--- src/rtl/gpu_net_pkg.sv ---
// Shared constants and flit layout for the GPU node network interface.
package gpu_net_pkg;

   localparam int FLIT_W_DEF = 16;
   localparam int DEST_W_DEF = 6;
   localparam int PAY_W_DEF  = FLIT_W_DEF - DEST_W_DEF;
   localparam logic [DEST_W_DEF-1:0] BCAST_ID_DEF = {DEST_W_DEF{1'b1}};

   localparam int DEST_MSB = FLIT_W_DEF - 1;
   localparam int DEST_LSB = FLIT_W_DEF - DEST_W_DEF;
   localparam int PAY_MSB  = PAY_W_DEF - 1;
   localparam int PAY_LSB  = 0;

   typedef struct packed {
      logic [DEST_W_DEF-1:0] dest;
      logic [PAY_W_DEF-1:0]  payload;
   } flit_t;

endpackage

--- src/rtl/gpu_net_fifo.sv ---
// Show-ahead FIFO: head is read straight from storage, no write-to-read bypass.
module gpu_net_fifo #(
   parameter int WIDTH = 16,
   parameter int DEPTH = 4
) (
   input  logic             ACLK,
   input  logic             ARESET,
   input  logic             push,
   input  logic             pop,
   input  logic [WIDTH-1:0] din,
   output logic [WIDTH-1:0] dout,
   output logic             full,
   output logic             empty
);

   localparam int AW = $clog2(DEPTH);

   logic [WIDTH-1:0] mem [DEPTH];
   logic [AW:0]      wr_ptr;
   logic [AW:0]      rd_ptr;
   logic             do_push;
   logic             do_pop;

   assign full    = (wr_ptr[AW] != rd_ptr[AW]) && (wr_ptr[AW-1:0] == rd_ptr[AW-1:0]);
   assign empty   = (wr_ptr == rd_ptr);
   assign do_push = push && !full;
   assign do_pop  = pop && !empty;

   // Zero when empty so a flushed FIFO never shows stale storage.
   assign dout = empty ? '0 : mem[rd_ptr[AW-1:0]];

   always_ff @(posedge ACLK or posedge ARESET) begin
      if (ARESET) begin
         wr_ptr <= '0;
         rd_ptr <= '0;
      end else begin
         if (do_push) wr_ptr <= wr_ptr + (AW+1)'(1);
         if (do_pop)  rd_ptr <= rd_ptr + (AW+1)'(1);
      end
   end

   always_ff @(posedge ACLK) begin
      if (do_push) mem[wr_ptr[AW-1:0]] <= din;
   end

endmodule

--- src/rtl/gpu_net_iface.sv ---
// GPU node NoC interface: TX queue onto the link, destination-filtered RX queue, drop counter.
module gpu_net_iface
   import gpu_net_pkg::*;
#(
   parameter int GPU_ID     = 6,
   parameter int FLIT_W     = FLIT_W_DEF,
   parameter int DEST_W     = DEST_W_DEF,
   parameter int FIFO_DEPTH = 4,
   parameter logic [DEST_W-1:0] BCAST_ID = {DEST_W{1'b1}},
   parameter int CNT_W      = 16,
   localparam int PAY_W     = FLIT_W - DEST_W
) (
   input  logic              ACLK,
   input  logic              ARESET,
   input  logic [DEST_W-1:0] tx_dest_in,
   input  logic [PAY_W-1:0]  tx_payload_in,
   input  logic              tx_valid_in,
   output logic              tx_ready_out,
   output logic [FLIT_W-1:0] net_data_out,
   output logic              net_valid_out,
   input  logic              net_ready_in,
   input  logic [FLIT_W-1:0] net_data_in,
   input  logic              net_valid_in,
   output logic              net_ready_out,
   output logic [PAY_W-1:0]  rx_payload_out,
   output logic              rx_bcast_out,
   output logic              rx_valid_out,
   input  logic              rx_ready_in,
   output logic [CNT_W-1:0]  drop_cnt
);

   logic              tx_full, tx_empty, tx_push, tx_pop;
   logic              rx_full, rx_empty, rx_push, rx_pop;
   logic              rx_accept, rx_drop, is_bcast, is_mine;
   logic [DEST_W-1:0] rx_dest;
   logic [PAY_W:0]    rx_din, rx_dout;

   assign tx_ready_out  = !tx_full;
   assign net_valid_out = !tx_empty;
   assign tx_push       = tx_valid_in && tx_ready_out;
   assign tx_pop        = net_valid_out && net_ready_in;

   gpu_net_fifo #(.WIDTH(FLIT_W), .DEPTH(FIFO_DEPTH)) u_tx_fifo (
      .ACLK   (ACLK),
      .ARESET (ARESET),
      .push   (tx_push),
      .pop    (tx_pop),
      .din    ({tx_dest_in, tx_payload_in}),
      .dout   (net_data_out),
      .full   (tx_full),
      .empty  (tx_empty)
   );

   // Ready comes from the RX full flag only, so a full queue stalls every flit, matching or not.
   assign net_ready_out = !rx_full;
   assign rx_accept     = net_valid_in && net_ready_out;
   assign rx_dest       = net_data_in[FLIT_W-1 -: DEST_W];
   assign is_bcast      = (rx_dest == BCAST_ID);
   assign is_mine       = (rx_dest == DEST_W'(GPU_ID)) || is_bcast;
   assign rx_push       = rx_accept && is_mine;
   assign rx_drop       = rx_accept && !is_mine;
   assign rx_din        = {net_data_in[PAY_W-1:0], is_bcast};
   assign rx_valid_out  = !rx_empty;
   assign rx_pop        = rx_valid_out && rx_ready_in;

   gpu_net_fifo #(.WIDTH(PAY_W+1), .DEPTH(FIFO_DEPTH)) u_rx_fifo (
      .ACLK   (ACLK),
      .ARESET (ARESET),
      .push   (rx_push),
      .pop    (rx_pop),
      .din    (rx_din),
      .dout   (rx_dout),
      .full   (rx_full),
      .empty  (rx_empty)
   );

   assign rx_payload_out = rx_dout[PAY_W:1];
   assign rx_bcast_out   = rx_dout[0];

   always_ff @(posedge ACLK or posedge ARESET) begin
      if (ARESET) begin
         drop_cnt <= '0;
      end else if (rx_drop && (drop_cnt != {CNT_W{1'b1}})) begin
         drop_cnt <= drop_cnt + CNT_W'(1);
      end
   end

endmodule

--- config.mk ---
export PLATFORM = sky130hd
export DESIGN_NAME = gpu_net_iface
export DESIGN_NICKNAME = d
export VERILOG_FILES = /design/src/rtl/gpu_net_pkg.sv /design/src/rtl/gpu_net_fifo.sv /design/src/rtl/gpu_net_iface.sv
export SDC_FILE = /design/constraint.sdc
export NUM_CORES = 1
export LEC_CHECK = 0
export ABC_AREA = 0
export CORE_ASPECT_RATIO = 0.6
export CORE_MARGIN = 3
export CORE_UTILIZATION = 54
export DETAILED_ROUTE_END_ITERATION = 10
export GPL_TIMING_DRIVEN = 0
export PLACE_DENSITY = 0.8
export SLEW_MARGIN = 20
export SYNTH_ARGS = -nofsm -noshare
export SYNTH_HDL_FRONTEND = slang
export SYNTH_SLANG_ARGS = --single-unit
export TNS_END_PERCENT = 50
--- constraint.sdc ---
create_clock -name ACLK -period 1.95 [get_ports ACLK]
set_input_delay 0.2925 -clock ACLK [delete_from_list [all_inputs] [get_ports ACLK]]
set_output_delay 0.2925 -clock ACLK [all_outputs]
set_load 0.005 [all_outputs]
==> results of run 1 <==
[metrics by stage]
stage	setup WS (ns)	instance area, um^2	hold WS [ns]
after floorplan	0.0307	5570	0.358
after global placement	-0.949	6580	0.476
after detailed placement	-0.983	6580	0.476
after CTS	-0.298	7610	0.493
after global routing	-0.335	7680	0.340
final	-0.278	7680	0.285
[cell usage in the layout (no fill, tap or decap), drive strengths merged, types with 2 or more instances in the layout]
cell / instances
and2: 18
and3: 5
buf: 56
bufinv: 3
clkbuf: 27
clkdlybuf4s50: 51
clkinv: 9
dfrtp: 28
dlymetal6s2s: 4
edfxtp: 108
ha: 11
inv: 14
mux2: 3
mux4: 27
nand2: 12
nand3: 7
nand4: 8
nor2: 11
nor2b: 17
nor3: 2
o21ai: 3
xnor2: 17
xor2: 11
[power by group]
| group | leakage, nW | switching (mW) | internal, mW |
|---|---|---|---|
| Sequential | 1.33 | 0.360 | 3.68 |
| Combinational | 1.32 | 2.12 | 3.07 |
| Clock | 0.293 | 1.22 | 2.01 |
[sequential cells by signal, summed over array words and instances, names as in the netlist]
name	count
u_tx_fifo.mem	64
u_rx_fifo.rd_ptr	3
u_tx_fifo.wr_ptr	3
u_rx_fifo.wr_ptr	3
u_tx_fifo.rd_ptr	3
drop_cnt	16
u_rx_fifo.mem	44
[final cells by class]
cell class / count / area (um^2) / share of cell area (%)
Buffer: 9 / 123 / 1.60
Clock buffer: 17 / 425 / 5.54
Inverter: 12 / 45.0 / 0.587
Sequential cell: 136 / 3950 / 51.4
Tap cell: 135 / 169 / 2.20
Multi-Input combinational cell: 160 / 1720 / 22.4
Timing Repair Buffer: 113 / 1070 / 14.0
Clock inverter: 15 / 176 / 2.30
[cells in the mapped netlist (2+ instances only)]
cell and number:
nand4_1 8, nor3_1 2, xnor2_1 17, o21ai_0 3
mux2_2 3, nand3_1 7, nor2_1 11, nor2b_1 16
inv_1 12, dfrtp_1 28, edfxtp_1 108, clkbuf_1 5
buf_2 3, and2_1 17, and3_1 5, mux4_2 27
xor2_1 11, nand2_1 12, ha_1 11
[cells by family (layout without fill, tap and decap cells)]
| logic type | Yosys count | after routing | synth area share [%] |
|---|---|---|---|
| buffers and inverters | 21 | 166 | 1.62 |
| muxes | 31 | 31 | 11.7 |
| AOI/OAI and AO/OA | 6 | 6 | 0.741 |
| xor gates and xnor gates | 28 | 28 | 4.40 |
| and+or+nand+nor | 83 | 84 | 8.29 |
| DFF | 136 | 136 | 70.8 |
| adders and majority gates | 11 | 11 | 2.47 |
[what timing repair did]
action	4_1_cts	5_1_grt
cloned	3	1
setup buffers	24	4
pin swaps	14	7
resized for setup	179	29
setup endpoints to repair	142	75
hold buffers	0	0
[worst max-delay path: stages, from the launching register on]
cell	delay [ns]
dfrtp_2	0.51
buf_16	0.15
buf_6	0.10
mux4_2	0.50
and2_4	0.16
buf_6	0.11
[per-layer routing]
metal	track usage [%]	vias to the layer above	wire (um)
met2	33.5	82	5630
met5	0	-	0
met1	31.5	1674	5480
li1	-	1462	-
met3	5.39	16	573
met4	7.70	0	172
[worst paths after layout]
check	to	depth (start not counted)	startpoint	slack, ns
worst max register to register	u_rx_fifo.mem[1][8]	4	u_rx_fifo.rd_ptr[0]	0.08
min in group ACLK	u_rx_fifo.mem[2][0]	3	net_data_in[10]	0.39
worst min register to register	u_rx_fifo.wr_ptr[2]	1	u_rx_fifo.wr_ptr[2]	0.48
max in group asynchronous	u_rx_fifo.rd_ptr[0]	2	ARESET	1.23
worst max-delay path	rx_payload_out[6]	5	u_rx_fifo.rd_ptr[0]	-0.28
worst min-delay path	u_rx_fifo.rd_ptr[2]	2	ARESET	0.29
==> results.ini, run 1 <==
[drt]
antenna_left = 0
drt_iter0_drc = 146
drt_pass1_iterations = 6
routed_via_density = 5.42
wire_per_inst_um = 19.8
num_vias = 3234
wl_mm = 11.8
drc = 0

[synthesis]
seq_area_frac_synth_pct = 70.8
yosysWarningCount = 0
synth_top_area_cell = edfxtp_1
syn_avg_cell_area_um2 = 17.6
async_flop_share_pct = 20.6
syn_area_um2 = 5570
synth_cell_types = 29
ys_ff_latch = 136
synth_area_leaders = edfxtp_1, dfrtp_1, mux4_2, xnor2_1, ha_1
yosys.area.top_type_share_pct = 58.2
synthFlopType = edfxtp_1
synth_edf_count = 108
syn_nets = 365
postSynthCellCount = 316

[final_layout]
post-route-util_pct = 77.2
fillerInstances = 582
area_delta_synth_final_pct = 37.8
nNetsFinal = 498
diodes = 0
fin_cells = 597
drive_gt1_share_pct = 35.7

[global_routing]
grt_first_pass_wirelength_mm = 18.9
grt_max_degree = 29
track_usage_pct = 22.0
first_global_vias = 3453
gr-total-overflow = 0
antenna_found_initial = 0

[floorplan]
die-area_um2 = 11600
fp.dieH_um = 84.7
dieWidth_um = 137
core_um2 = 9950
boundaryPins = 85
rows = 28
initial_utilization_pct = 56.0

[sta]
fin_ws_ns = -0.278
slew-limit-headroom_pct = 59.2
slew_viol_final = 0
clock_skew_ns = 0.00557
post-route-period-util_pct = 114
rsz0062_at_grt = true
timing.setup.tns_ns = -5.52
tightestPinTransition_ns = 0.612
fmax_mhz = 449
setup_violations = 28
fin_crit_ns = 2.23
hold_viol = 0

[placed_design]
dp_hpwl_mm = 6.97
gp_congestion = 0.797
dpl.cell_count = 535
port_buffers = 84

[run_status]
violations = setup timing
status = finished with violations

[power]
power_leakage_nw = 2.94
power_mw = 12.5
irDropWorstVdd_uv = 906
p_per_area_nw_per_um2 = 1620

[setup_path]
start_kind = register
crit_required_ns = 1.66
critPathKind = register to primary output
worst-path-max-fanout = 5
crit_arrival_ns = 1.94
endpoint_kind = primary output

[job]
cap_violations = 0

[clock_network]
worstSkewPairLatency_ns = 0.41
htreeDepth = 4
cts-root-buf = clkbuf_16
cts_tree = built
path_clk_slew_ns = 0.06
clock-sinks = 136
numCtsBuffers = 17
cts_max_path_buffers = 2

[hold_path]
hp-class = primary input to asynchronous set/reset pin

Note: power is estimated with default switching activity, not from simulation.
==> inputs of run 2 (changes only) <==
- clock period: 1.95 -> 2.5 ns (I/O delays scaled with it)
==> results.ini, run 2 (same netlist as run 1, synthesis figures left out) <==
[run_status]
status = finished clean

[clock_network]
path_clk_slew_ns = 0.06
clock-sinks = 136
numCtsBuffers = 17
cts_max_path_buffers = 2
cts_tree = built
htreeDepth = 4
hold_buffers = 0
worstSkewPairLatency_ns = 0.40
cts-root-buf = clkbuf_16

[setup_path]
critPathMaxStageDelay_ns = 0.47
worstRegToRegCells = 4
cp_cell_sequence = buf_6 -> mux4_2 -> and2_1 -> clkdlybuf4s50_1
critical-path-top-delay-family = buffers and inverters
cp-startpoint = u_rx_fifo.rd_ptr[0]
crit_arrival_ns = 2.07
reg2reg_slack_ns = 0.38
r2r-start = u_tx_fifo.rd_ptr[1]
slowest_stage = mux4_2
worst-path-max-fanout = 4
critPathKind = register to primary output
crit_required_ns = 2.12
start_kind = register
crit_buf_inv = 2
endpoint_kind = primary output
rr_endpoint = u_tx_fifo.mem[3][15]

[global_routing]
first_global_vias = 3299
antenna_found_initial = 0
grt_max_degree = 29
track_usage_pct = 20.1
gr-total-overflow = 0
grt_first_pass_wirelength_mm = 17.5

[sta]
rsz0062_at_grt = true
hold_viol = 0
fin_crit_ns = 2.44
tightestPinTransition_ns = 0.933
slew-limit-headroom_pct = 37.8
setup_violations = 0
post-route-period-util_pct = 97.7
clock_skew_ns = 0.00701
slew_viol_final = 0
fmax_mhz = 409

[job]
cap_violations = 0

[final_layout]
mostFrequentLayoutCells = edfxtp_1, clkdlybuf4s50_1, mux4_2, dfrtp_1
post-route-util_pct = 74.1
fillerInstances = 604
regArea_um2 = 3950
drive_gt1_share_pct = 20.0
largest_register_ffs = 64
final_common_cell = edfxtp_1
final_area_um2 = 7380
nNetsFinal = 475
multi_input_area_um2 = 1570
area_delta_synth_final_pct = 32.4
diodes = 0

[drt]
drc = 0
drt_pass1_iterations = 4
num_vias = 3060
wl_mm = 10.7
routed_via_density = 5.33
drt_iter0_drc = 110
wire_per_inst_um = 18.7
antenna_left = 0

[placed_design]
dp_hpwl_mm = 6.97
dpl-instance-area_um2 = 6580
gp_congestion = 0.797
port_buffers = 84

[power]
irDropWorstVdd_uv = 644
p_per_area_nw_per_um2 = 1200
power_leakage_nw = 2.83

[hold_path]
hp-class = primary input to asynchronous set/reset pin

[floorplan]
initial_utilization_pct = 56.0
core_um2 = 9950
dieWidth_um = 137
die-area_um2 = 11600
fp.dieH_um = 84.7
boundaryPins = 85
rows = 28

==> run 2: changes by cell type in the layout (fill, tap and decap cells not counted), sizes merged <==
| cell | change |
|---|---|
| dlymetal6s2s | +9 |
| clkbuf | -6 |
| and2 | -1 |
| buf | -44 |
| dlygate4sd2 | +13 |
| clkdlybuf4s15 | -1 |
| clkdlybuf4s50 | +7 |
==> run 2: worst max-delay path by stage <==
stage	cells after the start	endpoint
after CTS	6	rx_payload_out[0]
after global placement	7	net_data_out[13]
after detailed placement	7	net_data_out[6]
after global routing	4	rx_bcast_out
final	4	rx_bcast_out
after floorplan	4	u_rx_fifo.mem[3][0]
==> run 2: stage by stage <==
stage	setup slack, ns	TNS [ns]	power [mW]	cells	hold slack (ns)
after floorplan	0.498	0	4.77	316	0.440
after global placement	-0.482	-12.07	6.17	535	0.476
after detailed placement	-0.515	-15.24	6.26	535	0.476
after CTS	-0.0745	-0.514	8.90	573	0.492
after global routing	-0.00766	-0.00800	9.34	574	0.426
final	0.0569	0	8.85	574	0.369
==> run 2: area by class of cell <==
| cell class | count | share of cell area (%) |
|---|---|---|
| inverters | 12 | 0.611 |
| clock buffers | 17 | 5.77 |
| well taps | 135 | 2.29 |
| repair buffers | 91 | 12.5 |
| multi-input cells | 159 | 21.3 |
| clock inverters | 15 | 2.39 |
| flip-flops and latches | 136 | 53.5 |
| plain buffers | 9 | 1.63 |
==> run 2: layer usage <==
metal | track usage [%] | up-vias | wire (um)
met5 | 0 | - | 0
met4 | 6.88 | 0 | 107
met3 | 4.97 | 12 | 456
met2 | 30.9 | 71 | 5160
met1 | 28.5 | 1562 | 5010
li1 | - | 1415 | -
==> run 2: timing repair <==
action | 4_1_cts | 5_1_grt
gates resized for setup | 41 | 23
setup endpoints to repair | 28 | 14
pin swaps | 2 | 0
buffers inserted | 6 | 1
==> run 2: power breakdown <==
| group | total [mW] | switching [mW] | internal [mW] | leakage [nW] |
|---|---|---|---|---|
| clock network | 2.51 | 0.934 | 1.57 | 0.293 |
| registers | 3.13 | 0.251 | 2.88 | 1.33 |
| logic | 3.21 | 1.36 | 1.86 | 1.21 |
| total | 8.85 | 2.54 | 6.31 | 2.83 |
